**src/rtl/rdmemory_pipe.sv**
```systemverilog
// Pipelined read-memory requester: in-order reads with credit-limited issue.
// Request and response FIFOs share one parametrised FIFO submodule.
module rdmemory_pipe_fifo #(
    parameter int W     = 8,
    parameter int DEPTH = 4
) (
    input  logic                    i_clk,
    input  logic                    i_reset_n,
    input  logic                    i_push,
    input  logic [W-1:0]            i_data,
    input  logic                    i_pop,
    output logic [W-1:0]            o_data,
    output logic                    o_full,
    output logic                    o_empty,
    output logic [$clog2(DEPTH):0]  o_count
);

    localparam int PW = $clog2(DEPTH);

    logic [W-1:0] mem [DEPTH];
    logic [PW:0]  wr_ptr;
    logic [PW:0]  rd_ptr;
    logic         do_push;
    logic         do_pop;

    // Extra pointer bit distinguishes full from empty.
    assign o_count = wr_ptr - rd_ptr;
    assign o_empty = (wr_ptr == rd_ptr);
    assign o_full  = (o_count == (PW+1)'(DEPTH));
    assign do_push = i_push && !o_full;
    assign do_pop  = i_pop && !o_empty;
    assign o_data  = mem[rd_ptr[PW-1:0]];

    always_ff @(posedge i_clk or negedge i_reset_n) begin
        if (!i_reset_n) begin
            wr_ptr <= '0;
            rd_ptr <= '0;
            for (int i = 0; i < DEPTH; i++) begin
                mem[i] <= '0;
            end
        end else begin
            if (do_push) begin
                mem[wr_ptr[PW-1:0]] <= i_data;
                wr_ptr              <= wr_ptr + (PW+1)'(1);
            end
            if (do_pop) begin
                rd_ptr <= rd_ptr + (PW+1)'(1);
            end
        end
    end

endmodule

module rdmemory_pipe #(
    parameter int AW         = 16,
    parameter int DW         = 32,
    parameter int REQ_DEPTH  = 4,
    parameter int RESP_DEPTH = 4
) (
    input  logic                            i_clk,
    input  logic                            i_reset_n,
    input  logic                            i_master_valid,
    output logic                            o_master_ready,
    input  logic [AW-1:0]                   i_master_addr,
    output logic                            o_slave_valid,
    input  logic                            i_slave_ready,
    output logic [DW-1:0]                   o_slave_data,
    output logic                            o_mem_req_valid,
    input  logic                            i_mem_req_ready,
    output logic [AW-1:0]                   o_mem_req_addr,
    input  logic                            i_mem_resp_valid,
    output logic                            o_mem_resp_ready,
    input  logic [DW-1:0]                   i_mem_resp_data,
    output logic [$clog2(RESP_DEPTH+1)-1:0] o_inflight,
    output logic                            o_idle
);

    localparam int CW = $clog2(RESP_DEPTH+1);
    localparam int RW = $clog2(REQ_DEPTH) + 1;
    localparam int SW = $clog2(RESP_DEPTH) + 1;

    logic          req_full;
    logic          req_empty;
    logic [RW-1:0] req_cnt;
    logic          resp_full;
    logic          resp_empty;
    logic [SW-1:0] resp_cnt;
    logic [CW-1:0] inflight;
    logic [CW:0]   resp_used;
    logic          credit_ok;
    logic          master_hs;
    logic          req_hs;
    logic          resp_ok;
    logic          slave_hs;
    logic          resp_ready_q;

    assign master_hs = i_master_valid && o_master_ready;
    assign req_hs    = o_mem_req_valid && i_mem_req_ready;
    assign slave_hs  = o_slave_valid && i_slave_ready;

    // A response with nothing outstanding is dropped, never buffered.
    assign resp_ok = i_mem_resp_valid && resp_ready_q
                     && (inflight != '0) && !resp_full;

    // Every issued read owns a response slot until it is delivered.
    assign resp_used = (CW+1)'(inflight) + (CW+1)'(resp_cnt);
    assign credit_ok = (resp_used < (CW+1)'(RESP_DEPTH));

    rdmemory_pipe_fifo #(
        .W     (AW),
        .DEPTH (REQ_DEPTH)
    ) u_req_fifo (
        .i_clk     (i_clk),
        .i_reset_n (i_reset_n),
        .i_push    (master_hs),
        .i_data    (i_master_addr),
        .i_pop     (req_hs),
        .o_data    (o_mem_req_addr),
        .o_full    (req_full),
        .o_empty   (req_empty),
        .o_count   (req_cnt)
    );

    rdmemory_pipe_fifo #(
        .W     (DW),
        .DEPTH (RESP_DEPTH)
    ) u_resp_fifo (
        .i_clk     (i_clk),
        .i_reset_n (i_reset_n),
        .i_push    (resp_ok),
        .i_data    (i_mem_resp_data),
        .i_pop     (slave_hs),
        .o_data    (o_slave_data),
        .o_full    (resp_full),
        .o_empty   (resp_empty),
        .o_count   (resp_cnt)
    );

    assign o_master_ready   = !req_full;
    assign o_mem_req_valid  = !req_empty && credit_ok;
    assign o_slave_valid    = !resp_empty;
    assign o_mem_resp_ready = resp_ready_q;
    assign o_inflight       = inflight;
    assign o_idle = (req_cnt == '0) && (resp_cnt == '0)
                    && (inflight == '0);

    always_ff @(posedge i_clk or negedge i_reset_n) begin
        if (!i_reset_n) begin
            inflight     <= '0;
            resp_ready_q <= 1'b0;
        end else begin
            resp_ready_q <= 1'b1;
            unique case ({req_hs, resp_ok})
                2'b10:   inflight <= inflight + CW'(1);
                2'b01:   inflight <= inflight - CW'(1);
                default: inflight <= inflight;
            endcase
        end
    end

    resp_has_owner: assert property (
        @(posedge i_clk) disable iff (!i_reset_n)
        (i_mem_resp_valid && resp_ready_q) |-> (inflight != '0)
    );

endmodule

```
**config.mk**
```make
export PLATFORM = sky130hd
export DESIGN_NAME = rdmemory_pipe
export DESIGN_NICKNAME = d
export VERILOG_FILES = /design/src/rtl/rdmemory_pipe.sv
export SDC_FILE = /design/constraint.sdc
export NUM_CORES = 1
export LEC_CHECK = 0
export ABC_AREA = 1
export CORE_MARGIN = 10
export CORE_UTILIZATION = 40
export CTS_BUF_LIST = sky130_fd_sc_hd__clkbuf_16
export CTS_CLUSTER_SIZE = 10
export DETAILED_ROUTE_END_ITERATION = 16
export GPL_TIMING_DRIVEN = 0
export PLACE_DENSITY = 0.7
export SLEW_MARGIN = 20
export SYNTH_ARGS = -nofsm -noshare
export SYNTH_HDL_FRONTEND = slang
export SYNTH_HIERARCHICAL = 1
export SYNTH_SLANG_ARGS = --single-unit
```
**constraint.sdc**
```tcl
create_clock -name i_clk -period 3.25 [get_ports i_clk]
set_input_delay 0.65 -clock i_clk [delete_from_list [all_inputs] [get_ports i_clk]]
set_output_delay 0.65 -clock i_clk [all_outputs]
set_load 0.02 [all_outputs]
```
==> results.md, run 1 <==
* Cell family with most CP delay: adder cells
* Worst setup SP type: flop
* Syn nets at 1,354
* Root buf cell: clkbuf_16
* Slowest stage cell, crit path: dfrtp_1
* Area share of the largest cell type after synthesis at 0.497
* Peak supply drop at 0.679 mV
* Pre-CTS setup slack at -183 ps
* Bufs and invs on worst path at 4
* Slew headroom at 0.561
* Clock Path Buffers at 3
* CTS tree: built
* Layout cell share with drive strength beyond 1 at 0.103
* Die height at 182 um
* Cells after synthesis at 1,280
* Tcrit/Tclk final at 0.976
* Post-route setup slack at 77.4 ps
* Setup Skew at 9.31 ps
* Critical path arrival at 2520 ps
* GR met2 Demand/Resource at 0.314
* Yosys reg bits at 208
* First-pass GRT wire length at 54,400 um
* Worst EP required at 2600 ps
* Fmax at 315 MHz
* Total power at 15.8 mW
* Post-synthesis cell type count at 28
* Area of the mapped netlist at 10,500 um^2
* RD Place Congestion at 0.889
* Instance count on the critical path at 11
* Layout Nets at 1,496
* Avg WL per Cell at 19.4 um
* # fillers at 2,463
* Reg2reg start: u_resp_fifo/wr_ptr[0]
* N_diodes at 0
* Max cap viols at 0
* Register area share after synthesis at 0.497
* Crit-path max FO at 4
* FP Rows at 59
* Sink Count at 208
* Met1 Usage GRT at 0.269
* Via count at 10.2k
* Largest net degree at the start of global routing at 77
* Worst reg2reg endpoint: u_resp_fifo/mem[46]
* Worst-Margin Slew at 659 ps
* CP Capture Type: output port
* CP Launch Point: u_resp_fifo/wr_ptr[0]
* Worst hold slack at 73.6 ps
* CP Class: reg2out
* Final Hold Viols at 0
* Slew Viols, Final at 0
* Final WL at 34,400 um
* Worst hold path type: in2async
* Post-DP HPWL at 23,100 um
* CTS clk-pin slew, worst paths at 50 ps
* Design Area, Final at 12,900 um^2
* Synth-to-layout area growth at 22.9%
* Status: completed
* Residual DRC at 0
* Core area at 25,900 um^2
* Die extent in x at 182 um
* Met3 global-route usage at 0.0386
* Total Routing Usage GR at 0.199
* Drt first-iter violations at 1,180
* TritonRoute pass-1 iters at 6
* Post-layout min period at 3170 ps
* Vias in the first global route at 9,972
* Critical-path cell list: inv_2 > ha_1 > fa_2 > nand3b_1 > nand2_1 > inv_1 > ha_1 > nor2_2 > nand3_2 > inv_1 > buf_4
* RSZ-0062 raised after global routing: true
* PwrDens at 1220 nW/um^2
* Dpl cell area at 12,000 um^2
* Reg2Reg Depth at 16
* Later-pin clock latency in the skew report at 510 ps
* Die ar. at 33,100 um^2
* Ports at 110
* Delay of the slowest critical-path stage at 350 ps
* Post-DRT Antenna Nets at 0
* FF-to-FF setup slack at 150 ps
* Vias per cell at 5.75
* Initial antenna violation count at 0
* H-tree levels at 1
* TritonCTS Buffers at 26
* TNS Setup at 0 ps
* Mean post-synth cell area at 8.18 um^2
* Grt peak-use layer: met2
* Yosys warnings at 6
* Port Buffers at 109
* Leak Pwr at 6.47 nW
* # setup viols final at 0
* Post-synth top area cell: dfrtp_1
* Initial Util at 0.404
* Synth area leaders: dfrtp_1 50%, nand2_1 15%, nand4_1 12%
* Critical Path Sink: o_mem_req_valid
* Final global-route overflow total at 0
[placed cells by master (no fill, tap or decap), types with 3 or more instances in the layout]
cell type	instances
clkbuf_16	27
dfrtp_1	205
nand4_1	197
nor2_2	3
inv_2	10
o22ai_1	46
xnor2_1	3
dlymetal6s2s_1	9
clkbuf_1	27
o21ai_0	99
inv_1	33
buf_6	10
ha_1	17
buf_4	9
nand3_1	8
nor2_1	101
clkbuf_2	17
buf_2	35
nand3_4	5
clkdlybuf4s50_1	73
dfrtp_2	3
buf_1	10
nand3_2	8
clkbuf_4	10
dlygate4sd2_1	23
nand2_1	420
clkinv_1	4
[layer usage]
| metal | part of all wire | wire [um] |
|---|---|---|
| met3 | 0.097 | 3350 |
| met1 | 0.41 | 14000 |
| met4 | 0.024 | 830 |
| met5 | 0 | 0 |
| met2 | 0.47 | 16100 |
[metrics by stage]
step	cells	utilization
after global routing	1767	0.497
final	1767	0.497
after detailed placement	1726	0.465
after CTS	1768	0.495
after global placement	1724	0.463
after floorplan	1280	-
[cell usage after synthesis]
cell / instances
nor2_2: 2
nand4_1: 197
buf_4: 2
nor2_1: 102
buf_6: 10
conb_1: 1
nor3_1: 2
a21oi_1: 2
nand3b_2: 1
nor2_4: 1
xnor2_1: 3
fa_1: 3
buf_2: 33
buf_8: 1
inv_1: 31
dfrtp_1: 208
inv_2: 6
o22ai_1: 48
clkbuf_1: 51
nand3_1: 9
nand2_1: 420
o21ai_0: 99
xor2_1: 2
nand3b_1: 1
nand3_4: 5
ha_1: 17
nand3_2: 7
buf_1: 16
[area by class of cell]
cell class / count / area, um^2 / area share
Sequential cell: 208 / 5210 / 0.404
Clock inverter: 11 / 46.3 / 0.00360
Multi-Input combinational cell: 922 / 4600 / 0.358
Timing Repair Buffer: 115 / 1160 / 0.0903
Tap cell: 335 / 419 / 0.0325
Buffer: 112 / 622 / 0.0483
Inverter: 37 / 139 / 0.0108
Clock buffer: 27 / 676 / 0.0525
[flip-flops by register name, indices dropped and copies added, names as in the netlist]
signal and flops:
o_mem_resp_ready 1, u_resp_fifo/rd_ptr 3, u_resp_fifo/wr_ptr 3, u_req_fifo/wr_ptr 3, u_req_fifo/mem 64, u_req_fifo/rd_ptr 3, o_inflight 3, u_resp_fifo/mem 128
[what timing repair did]
action / in CTS / in global routing
endpoints found under the setup margin: 152 / 164
buffers inserted: 4 / 0
hold buffers: 0 / 0
gates resized for setup: 64 / 46
pin swaps: 3 / 1
[worst reg2reg max path, stage by stage (launching register included)]
cell and delay [ps]:
dfrtp_1 380, inv_2 90, ha_1 170, fa_2 450, nand2_1 70, inv_1 40
nand3_2 90, buf_6 150, buf_8 170, buf_6 160, inv_1 60, nor2_2 170
clkbuf_4 250, clkbuf_4 240, buf_2 280, nand4_1 150, nand2_1 110
[power by group]
group / switching (mW) / internal, mW
logic: 5.83 / 3.03
registers: 0.675 / 3.72
clock network: 1.05 / 1.46
total: 7.56 / 8.21
[worst min path at each step]
stage	startpoint	to	slack (ps)	cells past startpoint
final	i_reset_n	o_inflight[1]	70	1
after global routing	i_reset_n	o_inflight[1]	100	1
after CTS	i_reset_n	o_inflight[2]	90	1
after detailed placement	u_req_fifo/mem[29]	u_req_fifo/mem[29]	450	2
after global placement	u_resp_fifo/mem[56]	u_resp_fifo/mem[56]	450	2
after floorplan	i_reset_n	o_inflight[0]	350	0
[logic make-up (layout without fill, tap and decap cells)]
kind of cell	after synthesis	count (layout)	synth area share
XOR/XNOR	5	5	0.00418
buffers and inverters	150	302	0.0666
AO/OA/AOI/OAI	149	149	0.0769
flip-flops	208	208	0.497
AND/OR/NAND/NOR	747	747	0.329
adder cells (fa/ha/maj)	20	20	0.0260
other	1	1	0.000358
Note: power is estimated with default switching activity, not from simulation.
==> inputs of run 2 (changes only) <==
Settings changed: SETUP_SLACK_MARGIN set to 0.1.
==> run 2 against run 1 <==
Global-route usage about the same. Routed wire length rose by 0.70%. Setup slack better by 29 ps. Clock skew shrank 1.3 ps. Core utilization grew 0.25 points. Via count grew 0.72%. Clock-buffer cell count did not move.
==> results.md, run 2 (synthesis gave the netlist of run 1 again) <==
* Reg2Reg Depth at 16 (unchanged)
* Layout Nets at 1,501 (+0.33%)
* Dpl cell area at 12,000 um^2 (unchanged)
* Slew headroom at 0.535 (-0.0257)
* Via count at 10.2k (+0.72%)
* Fmax at 318 MHz (+0.93%)
* CTS tree: built
* Leak Pwr at 6.48 nW (+0.14%)
* Initial Util at 0.404 (unchanged)
* Synth-to-layout area growth at 23.5%
* FF-to-FF setup slack at 240 ps (+90 ps)
* Total Routing Usage GR at 0.199 (about the same)
* Layout cell share with drive strength beyond 1 at 0.114 (+0.0115)
* PwrDens at 1230 nW/um^2 (+0.39%)
* Post-layout min period at 3140 ps (-29.2 ps)
* CTS clk-pin slew, worst paths at 50 ps (about the same)
* Residual DRC at 0 (unchanged)
* Ports at 110 (unchanged)
* Max cap viols at 0 (unchanged)
* Max reg flops at 128 (unchanged)
* Vias in the first global route at 9,979 (+0.070%)
* Critical path arrival at 2490 ps (-30 ps)
* Port Buffers at 109 (unchanged)
* Die height at 182 um (unchanged)
* CP Launch Point: u_resp_fifo/wr_ptr[0]
* Post-Route Utilization at 0.499 (+0.00251)
* Most frequent cells in the layout: 420 x nand2_1, 203 x dfrtp_1, 197 x nand4_1, 101 x nor2_1, 97 x o21ai_0
* Pre-CTS setup slack at -183 ps (unchanged)
* Final global-route overflow total at 0 (unchanged)
* Drt first-iter violations at 1,235 (+4.7%)
* Post-DP HPWL at 23,100 um (unchanged)
* TritonRoute pass-1 iters at 7 (+1)
* Tcrit/Tclk final at 0.967 (-0.00899)
* N_diodes at 0 (unchanged)
* Post-route setup slack at 107 ps (+29.2 ps)
* CP Class: reg2out
* Final WL at 34,600 um (+0.70%)
* Clock Path Buffers at 3 (unchanged)
* TritonCTS Buffers at 26 (unchanged)
* Worst reg2reg endpoint: o_inflight[1]
* Die extent in x at 182 um (unchanged)
* FP Rows at 59 (unchanged)
* RD Place Congestion at 0.889 (unchanged)
* Slew Viols, Final at 0 (unchanged)
* # setup viols final at 0 (unchanged)
* Avg WL per Cell at 19.5 um (+0.41%)
* Crit-path max FO at 4 (unchanged)
* Initial antenna violation count at 0 (unchanged)
* Later-pin clock latency in the skew report at 510 ps (about the same)
* TNS Setup at 0 ps (unchanged)
* Reg2reg start: u_resp_fifo/wr_ptr[0]
* CP Capture Type: output port
* H-tree levels at 1 (unchanged)
* # fillers at 2,453 (-0.41%)
* # hold bufs at CTS at 0 (unchanged)
* Worst hold path type: in2async
* Biggest regs: u_resp_fifo/mem x128, u_req_fifo/mem x64
* First-pass GRT wire length at 54,400 um (about the same)
* Die ar. at 33,100 um^2 (unchanged)
* Worst setup SP type: flop
* Largest net degree at the start of global routing at 77 (unchanged)
* Setup Skew at 7.98 ps (-1.33 ps)
* Design Area, Final at 12,900 um^2 (+0.50%)
* Status: completed
* Peak supply drop at 0.685 mV (+0.76%)
* Biggest register: u_resp_fifo/mem
* Total power at 15.9 mW (+0.90%)
* Root buf cell: clkbuf_16
* Sink Count at 208 (unchanged)
* Post-DRT Antenna Nets at 0 (unchanged)
* Worst EP required at 2600 ps (about the same)
* Core area at 25,900 um^2 (unchanged)
* RSZ-0062 raised after global routing: true
* Vias per cell at 5.78 (+0.43%)
* Final Hold Viols at 0 (unchanged)
* Worst-Margin Slew at 697 ps (+38.6 ps)
* Most common cell after layout, fill and taps aside: nand2_1
-- run 2: changes by cell type in the layout (fill, tap and decap cells not counted), sizes merged --
| cell | before | now |
|---|---|---|
| clkdlybuf4s50 | 73 | 67 |
| dlymetal6s2s | 9 | 5 |
| clkbuf | 81 | 82 |
| dlygate4sd2 | 23 | 29 |
| clkdlybuf4s15 | 0 | 2 |
| buf | 68 | 74 |
-- run 2: layer usage --
metal	global-route usage	wire length, um
met2	0.315	16200
met1	0.269	14400
met5	0	0
met3	0.0374	3220
met4	0.0654	812
-- run 2: area by class of cell --
| type | instances | area (um^2) | share of cell area |
|---|---|---|---|
| well taps | 335 | 419 | 0.0324 |
| inverters | 37 | 139 | 0.0107 |
| clock buffers | 27 | 676 | 0.0522 |
| flip-flops and latches | 208 | 5210 | 0.403 |
| multi-input cells | 922 | 4620 | 0.357 |
| repair buffers | 122 | 1190 | 0.0921 |
| plain buffers | 110 | 638 | 0.0493 |
| clock inverters | 11 | 46.3 | 0.00358 |
-- run 2: where the power goes --
part,switching [mW],internal (mW),total (mW)
logic,5.88,3.11,8.99
clock network,1.04,1.46,2.51
registers,0.686,3.72,4.41
-- run 2: worst max-delay path by stage --
stage / to / slack, ps / depth (start not counted)
detailed placement: u_resp_fifo/mem[69] / -180 / 15
global route: o_mem_req_valid / 6 / 11
CTS: o_mem_req_valid / -30 / 11
finish: o_mem_req_valid / 110 / 11
floorplan: o_inflight[1] / 440 / 15
global placement: u_resp_fifo/mem[119] / -7610 / 1
-- run 2: through the flow --
stage	hold WS (ps)	std cells
after detailed placement	453	1726
final	77.2	1772
after global routing	96.8	1772
after floorplan	354	1280
after CTS	89.7	1768
after global placement	448	1724
-- run 2: what timing repair did --
| action | CTS | global route |
|---|---|---|
| pin swaps | 2 | 4 |
| resized for setup | 86 | 60 |
| setup buffers | 5 | 6 |
| setup endpoints to repair | 186 | 172 |
-- run 2: critical path: stages, from the launching register on --
cell      delay, ps
dfrtp_1         350
inv_2            70
ha_1            210
fa_2            330
nand3b_1        200
nand2_1          80
inv_1            50
ha_1            270
nor2_2           90
nand3_2         110
inv_1            70
buf_4           130
